**config.mk**
```make
export PLATFORM = sky130hd
export DESIGN_NAME = soc_flr_port_sequencer
export DESIGN_NICKNAME = d
export VERILOG_FILES = /design/src/rtl/soc_flr_seq_pkg.sv /design/src/rtl/soc_flr_port_sequencer.sv
export SDC_FILE = /design/constraint.sdc
export NUM_CORES = 1
export LEC_CHECK = 0
export ABC_AREA = 0
export CAP_MARGIN = 25
export CORE_MARGIN = 1
export CORE_UTILIZATION = 45
export CTS_CLUSTER_SIZE = 12
export DETAILED_ROUTE_END_ITERATION = 12
export PLACE_DENSITY = 0.85
export SYNTH_ARGS = -nofsm -noshare
export SYNTH_HDL_FRONTEND = slang
export SYNTH_SLANG_ARGS = --single-unit
```
**constraint.sdc**
```tcl
create_clock -name clk -period 2.9 [get_ports clk]
set_input_delay 0.29 -clock clk [delete_from_list [all_inputs] [get_ports clk]]
set_output_delay 0.29 -clock clk [all_outputs]
set_load 0.005 [all_outputs]
```
**src/rtl/soc_flr_seq_pkg.sv**
```systemverilog
// ----------------------------------------------------------------------------
// soc_flr_seq_pkg
// Shared types and helpers for the FLR port sequencer.
//   t_flr_state  : sequencer FSM state encoding
//   t_port_idx   : AFU top router port index
//   PORT_*       : port index constants (ST2MM/PF0, port gasket/PF0 VFs,
//                  static region/PF1+)
//   map_flr_port : request -> target port mapping
// ----------------------------------------------------------------------------
package soc_flr_seq_pkg;

  typedef enum logic [1:0] {
    IDLE  = 2'd0,
    DRAIN = 2'd1,
    HOLD  = 2'd2,
    CPL   = 2'd3
  } t_flr_state;

  typedef logic [1:0] t_port_idx;

  localparam t_port_idx PORT_ST2MM = 2'd0;
  localparam t_port_idx PORT_PG    = 2'd1;
  localparam t_port_idx PORT_SR    = 2'd2;

  // The PF width is a parameter of the sequencer, so the caller reduces the
  // PF number to a single "is PF0" flag before mapping.
  function automatic t_port_idx map_flr_port(input logic pf_is_zero,
                                             input logic vf_active);
    if (!pf_is_zero) begin
      return PORT_SR;
    end else if (vf_active) begin
      return PORT_PG;
    end
    return PORT_ST2MM;
  endfunction

endpackage : soc_flr_seq_pkg

```
**src/rtl/soc_flr_port_sequencer.sv**
```systemverilog
// ----------------------------------------------------------------------------
// soc_flr_port_sequencer
// Sequences one Function Level Reset at a time: accepts an FLR request,
// waits for the owning AFU router port to drain (bounded by a timeout),
// holds that port in reset for HOLD_CYCLES cycles, then returns a
// completion carrying the original PF/VF identity.
//
// Ports
//   clk, rst_n          : clock, asynchronous active-low reset
//   flr_req_*           : FLR request channel (valid/ready handshake)
//   port_busy           : per-port "transactions outstanding" indication
//   port_rst_n          : per-port active-low reset output
//   flr_cpl_*           : FLR completion channel (valid/ready handshake)
//   drain_timeout_err   : one-cycle pulse when the drain wait gives up
// ----------------------------------------------------------------------------
module soc_flr_port_sequencer
  import soc_flr_seq_pkg::*;
#(
  parameter int NUM_PORTS     = 3,
  parameter int PF_WIDTH      = 3,
  parameter int VF_WIDTH      = 11,
  parameter int HOLD_CYCLES   = 16,
  parameter int DRAIN_TIMEOUT = 1024
) (
  input  logic                 clk,
  input  logic                 rst_n,

  input  logic                 flr_req_valid,
  output logic                 flr_req_ready,
  input  logic [PF_WIDTH-1:0]  flr_req_pf,
  input  logic [VF_WIDTH-1:0]  flr_req_vf,
  input  logic                 flr_req_vf_active,

  input  logic [NUM_PORTS-1:0] port_busy,
  output logic [NUM_PORTS-1:0] port_rst_n,

  output logic                 flr_cpl_valid,
  input  logic                 flr_cpl_ready,
  output logic [PF_WIDTH-1:0]  flr_cpl_pf,
  output logic [VF_WIDTH-1:0]  flr_cpl_vf,
  output logic                 flr_cpl_vf_active,

  output logic                 drain_timeout_err
);

  // One counter serves both the drain wait and the reset hold, so it is
  // sized for the larger of the two; it is cleared on every state entry and
  // never counts past its terminal value, so it cannot wrap.
  localparam int CNT_MAX = (HOLD_CYCLES > DRAIN_TIMEOUT) ? HOLD_CYCLES : DRAIN_TIMEOUT;
  localparam int CNT_W   = $clog2(CNT_MAX + 1);

  localparam logic [CNT_W-1:0] HOLD_LAST  = CNT_W'(HOLD_CYCLES - 1);
  localparam logic [CNT_W-1:0] DRAIN_LAST = CNT_W'(DRAIN_TIMEOUT - 1);

  t_flr_state           state_q, state_d;
  logic [CNT_W-1:0]     cnt_q, cnt_d;
  t_port_idx            target_q;
  logic [PF_WIDTH-1:0]  pf_q;
  logic [VF_WIDTH-1:0]  vf_q;
  logic                 vf_active_q;
  logic                 req_ready_q;
  logic [NUM_PORTS-1:0] port_rst_n_q, port_rst_n_d;
  logic                 req_accept;
  logic                 target_busy;
  logic                 timeout_hit;

  assign req_accept  = flr_req_valid && req_ready_q;
  assign target_busy = port_busy[target_q];

  // --------------------------------------------------------------------------
  // Next-state / counter logic
  // --------------------------------------------------------------------------
  always_comb begin
    // NOTE: every signal written here gets a default first so that no path
    // through the case leaves it unassigned, which would infer a latch.
    state_d      = state_q;
    cnt_d        = cnt_q;
    timeout_hit  = 1'b0;
    port_rst_n_d = '1;

    unique case (state_q)
      IDLE: begin
        if (req_accept) begin
          state_d = DRAIN;
          cnt_d   = '0;
        end
      end

      DRAIN: begin
        // An idle port wins over a coincident timeout.
        if (!target_busy) begin
          state_d = HOLD;
          cnt_d   = '0;
        end else if (cnt_q == DRAIN_LAST) begin
          timeout_hit = 1'b1;
          state_d     = HOLD;
          cnt_d       = '0;
        end else begin
          cnt_d = cnt_q + 1'b1;
        end
      end

      HOLD: begin
        // port_busy is deliberately not looked at here.
        if (cnt_q == HOLD_LAST) begin
          state_d = CPL;
          cnt_d   = '0;
        end else begin
          cnt_d = cnt_q + 1'b1;
        end
      end

      CPL: begin
        if (flr_cpl_ready) begin
          state_d = IDLE;
          cnt_d   = '0;
        end
      end

      default: begin
        state_d = IDLE;
        cnt_d   = '0;
      end
    endcase

    // Port reset follows the state being entered, so the registered output
    // drops on the edge into HOLD and rises on the edge into CPL.
    if (state_d == HOLD) begin
      port_rst_n_d[target_q] = 1'b0;
    end
  end

  // --------------------------------------------------------------------------
  // State, counter and output registers
  // --------------------------------------------------------------------------
  always_ff @(posedge clk or negedge rst_n) begin
    if (!rst_n) begin
      // NOTE: port resets are held asserted (all 0) while the sequencer itself
      // is in reset, and only released by the first clock after rst_n rises.
      state_q      <= IDLE;
      cnt_q        <= '0;
      req_ready_q  <= 1'b0;
      port_rst_n_q <= '0;
    end else begin
      // NOTE: sequential state uses non-blocking assignments so every register
      // samples the pre-edge values regardless of statement order.
      state_q      <= state_d;
      cnt_q        <= cnt_d;
      req_ready_q  <= (state_d == IDLE);
      port_rst_n_q <= port_rst_n_d;
    end
  end

  // Request identity is captured on the accept edge and held through CPL.
  always_ff @(posedge clk or negedge rst_n) begin
    if (!rst_n) begin
      target_q    <= PORT_ST2MM;
      pf_q        <= '0;
      vf_q        <= '0;
      vf_active_q <= 1'b0;
    end else if (req_accept) begin
      target_q    <= map_flr_port(flr_req_pf == '0, flr_req_vf_active);
      pf_q        <= flr_req_pf;
      vf_q        <= flr_req_vf;
      vf_active_q <= flr_req_vf_active;
    end
  end

  assign flr_req_ready     = req_ready_q;
  assign port_rst_n        = port_rst_n_q;
  assign flr_cpl_valid     = (state_q == CPL);
  assign flr_cpl_pf        = pf_q;
  assign flr_cpl_vf        = vf_q;
  assign flr_cpl_vf_active = vf_active_q;
  assign drain_timeout_err = timeout_hit;

endmodule : soc_flr_port_sequencer

```
==> results.tsv <==
metric	value	unit
synth_largest_area_cell	dfrtp_1	
setup_viol	0	
post-place-ws	0.7150	ns
core	0.003468	mm²
period_share	0.8418	
switchingPower	705.6	µW
synth.avg_cell_area	10.90	µm²
slowest_delay	0.53	ns
num_rows	21	
p_leak	0.0009628	µW
dieArea	0.004002	mm²
fmax	0.4097	GHz
path_clk_slew	0.07	ns
maxSlewHeadroom	0.6745	
cts_setup_buffers	0	
fin_nets	230	
synth-edff-count	0	
setup.worst_path.end_class	output pin	
ys_types	35	
regArea	850.8	µm²
p_seq_frac	0.350	
gp_congestion	0.7853	
clockPowerShare	0.210	
cp.arrival	2.15	ns
hold_ws	0.4027	ns
powerDensity	928.9	mW/mm²
ys_warn_count	0	
drc	0	
cts_tree	built	
placement.io_buffers	42	
slew_violations	0	
placed_area	0.002163	mm²
initial_core_util	0.4870	
crit_chain	inv_1 -> ha_1 -> inv_1 -> o31a_1 -> nor3_1 -> clkdlybuf4s50_1	
post_cts_resize_count	0	
synth.top_cells.by_area	dfrtp_1 (50%), mux2_2 (9.3%), ha_1 (4.4%)	
via_per_inst	5.464	
synthArstFlopShare	1.000	
grt-ovfl-total	0	
cap_viol_max_count	0	
antenna_found_initial	0	
grt_setup_unrepaired	no	
swShare	0.3337	
ys_seq_area_frac	0.5037	
cp-start-kind	flop	
vias	1355	
clock-root-buffer	clkbuf_8	
n_antenna_cell	0	
first_global_vias	1408	
ys_ff_latch	34	
worstSetupPathType	flop to output pin	
boundaryPins	43	
post-route-min-period	2.441	ns
synth_area	0.001689	mm²
yosysMostFrequentCell	dfrtp_1	
drive_gt1_frac	0.1436	
syn_inst	155	
crit_buf_inv	3	
cts_buffers	5	
internal_power	1409	µW
clkLatencyLatePin	0.29	ns
grt_max_degree	35	
clock_sinks	34	
drt_iter0_markers	100	
ys_top_cells_by_count	dfrtp_1 (34), nand2_1 (19), mux2_2 (14)	
finalSetupTns	0	ns
crit_family	buffers and inverters	
hpwl	2.771	mm
worst_pin_slew	0.4882	ns
multi_input_area	793.3	µm²
antenna_left	0	
hold_viol	0	
drt_pass1_iterations	4	
critPathMaxFanout	5	
synth-main-ff-cell	dfrtp_1	
crit_required	2.61	ns
peakVddDrop	0.5619	mV
routedWlPerCell	15.17	µm
layout_setup_ws	0.4589	ns
status	completed	
die_x	63.27	µm
fin_area	0.002276	mm²
cts.path.max_buffers	2	
cts_hold_buf	0	
die_h	63.27	µm
fillers	283	
synth_nets	183	
hold_path_class	input port to asynchronous set/reset pin	
crit_top_cell	inv_1	
grt_usage	0.2109	
ctsHtreeMaxLevel	2	
wl	3.761	mm
syn2layout_area_growth	34.74	%
fin_skew	0.006595	ns
cp_slowest_cell	clkdlybuf4s50_1	
pwr-share-comb	0.440	
grt_pass1_wl	6.417	mm
total_power	2114	µW
synth.top_cell.area_share	0.5037	
reg2reg_slack	0.80	ns
power by group through the flow:
stage / Sequential [µW] / Combinational (µW) / Clock, µW
after global routing: 765 / 1010 / 473
after detailed placement: 748 / 921 / 0
after CTS: 742 / 931 / 455
after global placement: 732 / 874 / 0
final: 740 / 931 / 443
after floorplan: 740 / 499 / 0
through the flow:
stage / std cells / utilization
floorplan: 155 / -
finish: 248 / 0.6562
global route: 248 / 0.6562
detailed placement: 241 / 0.6237
CTS: 248 / 0.6562
global placement: 241 / 0.6237
worst paths after layout:
check / startpoint / end / cells past startpoint
max: state_q[1]$_DFF_PN0_ / drain_timeout_err / 6
min: rst_n / cnt_q[6]$_DFFE_PN0P_ / 2
max reg2reg: cnt_q[0]$_DFFE_PN0P_ / port_rst_n[0]$_DFF_PN0_ / 6
min reg2reg: flr_cpl_vf_active$_DFFE_PN0P_ / flr_cpl_vf_active$_DFFE_PN0P_ / 2
max in group asynchronous: rst_n / flr_cpl_vf[6]$_DFFE_PN0P_ / 2
min in group clk: flr_cpl_vf_active$_DFFE_PN0P_ / flr_cpl_vf_active$_DFFE_PN0P_ / 2
per-layer routing:
layer	global-route usage	share of wire
met1	0.2351	0.40
met4	0.09091	0.016
met5	0	0
met3	0.07246	0.069
met2	0.3629	0.52
kinds of logic after synthesis:
family | after synthesis | share of synthesized area
AND/OR/NAND/NOR | 53 | 0.1778
flip-flops | 34 | 0.5037
AO/OA/AOI/OAI | 31 | 0.1215
multiplexers | 16 | 0.1052
buffers and inverters | 11 | 0.02667
adder cells (fa/ha/maj) | 6 | 0.04444
XOR/XNOR | 4 | 0.02074
flip-flops by register name, summed over array words and instances, names as in the netlist:
register           count
flr_cpl_vf            11
flr_cpl_vf_active      1
flr_cpl_pf             3
cnt_q                 11
flr_req_ready          1
state_q                2
port_rst_n             3
target_q               2
worst register-to-register path, stage by stage, from the launching register on:
cell,delay [ns]
dfrtp_1,0.38
ha_1,0.20
nand3_1,0.20
nor4_1,0.50
o21ai_0,0.15
a21oi_1,0.40
nand4bb_1,0.14
cells in the final DEF, fill, tap and decap left out:
cell / netlist / layout
a21o_1: 3 / 3
a21oi_1: 9 / 9
a2bb2oi_1: 1 / 1
a31o_2: 1 / 1
a32oi_2: 1 / 1
and2_1: 2 / 2
and3_1: 2 / 2
and4_1: 1 / 1
buf_4: 0 / 2
bufinv_16: 0 / 1
clkbuf_8: 0 / 6
clkdlybuf4s50_1: 0 / 42
dfrtp_1: 34 / 34
ha_1: 6 / 6
inv_1: 7 / 7
mux2_2: 14 / 14
mux2i_1: 2 / 2
nand2_1: 19 / 19
nand2b_1: 1 / 1
nand3_1: 3 / 3
nand4_1: 2 / 2
nand4b_1: 4 / 4
nand4bb_1: 1 / 1
nor2_1: 6 / 6
nor2b_1: 4 / 4
nor3_1: 3 / 3
nor4_1: 2 / 2
nor4_4: 1 / 1
o21ai_0: 8 / 8
o21ai_1: 4 / 4
o21ai_4: 1 / 1
o22a_2: 1 / 1
o2bb2ai_1: 1 / 1
o31a_1: 1 / 1
or4_1: 1 / 1
or4_4: 1 / 1
xor2_1: 4 / 4
cell type report:
type,instances,area share
inverters,7,0.01154
well taps,46,0.02529
flip-flops and latches,34,0.3738
repair buffers,44,0.1913
clock buffers,6,0.03628
clock inverters,1,0.01319
multi-input cells,110,0.3485
(Power assumes the default switching activity.)
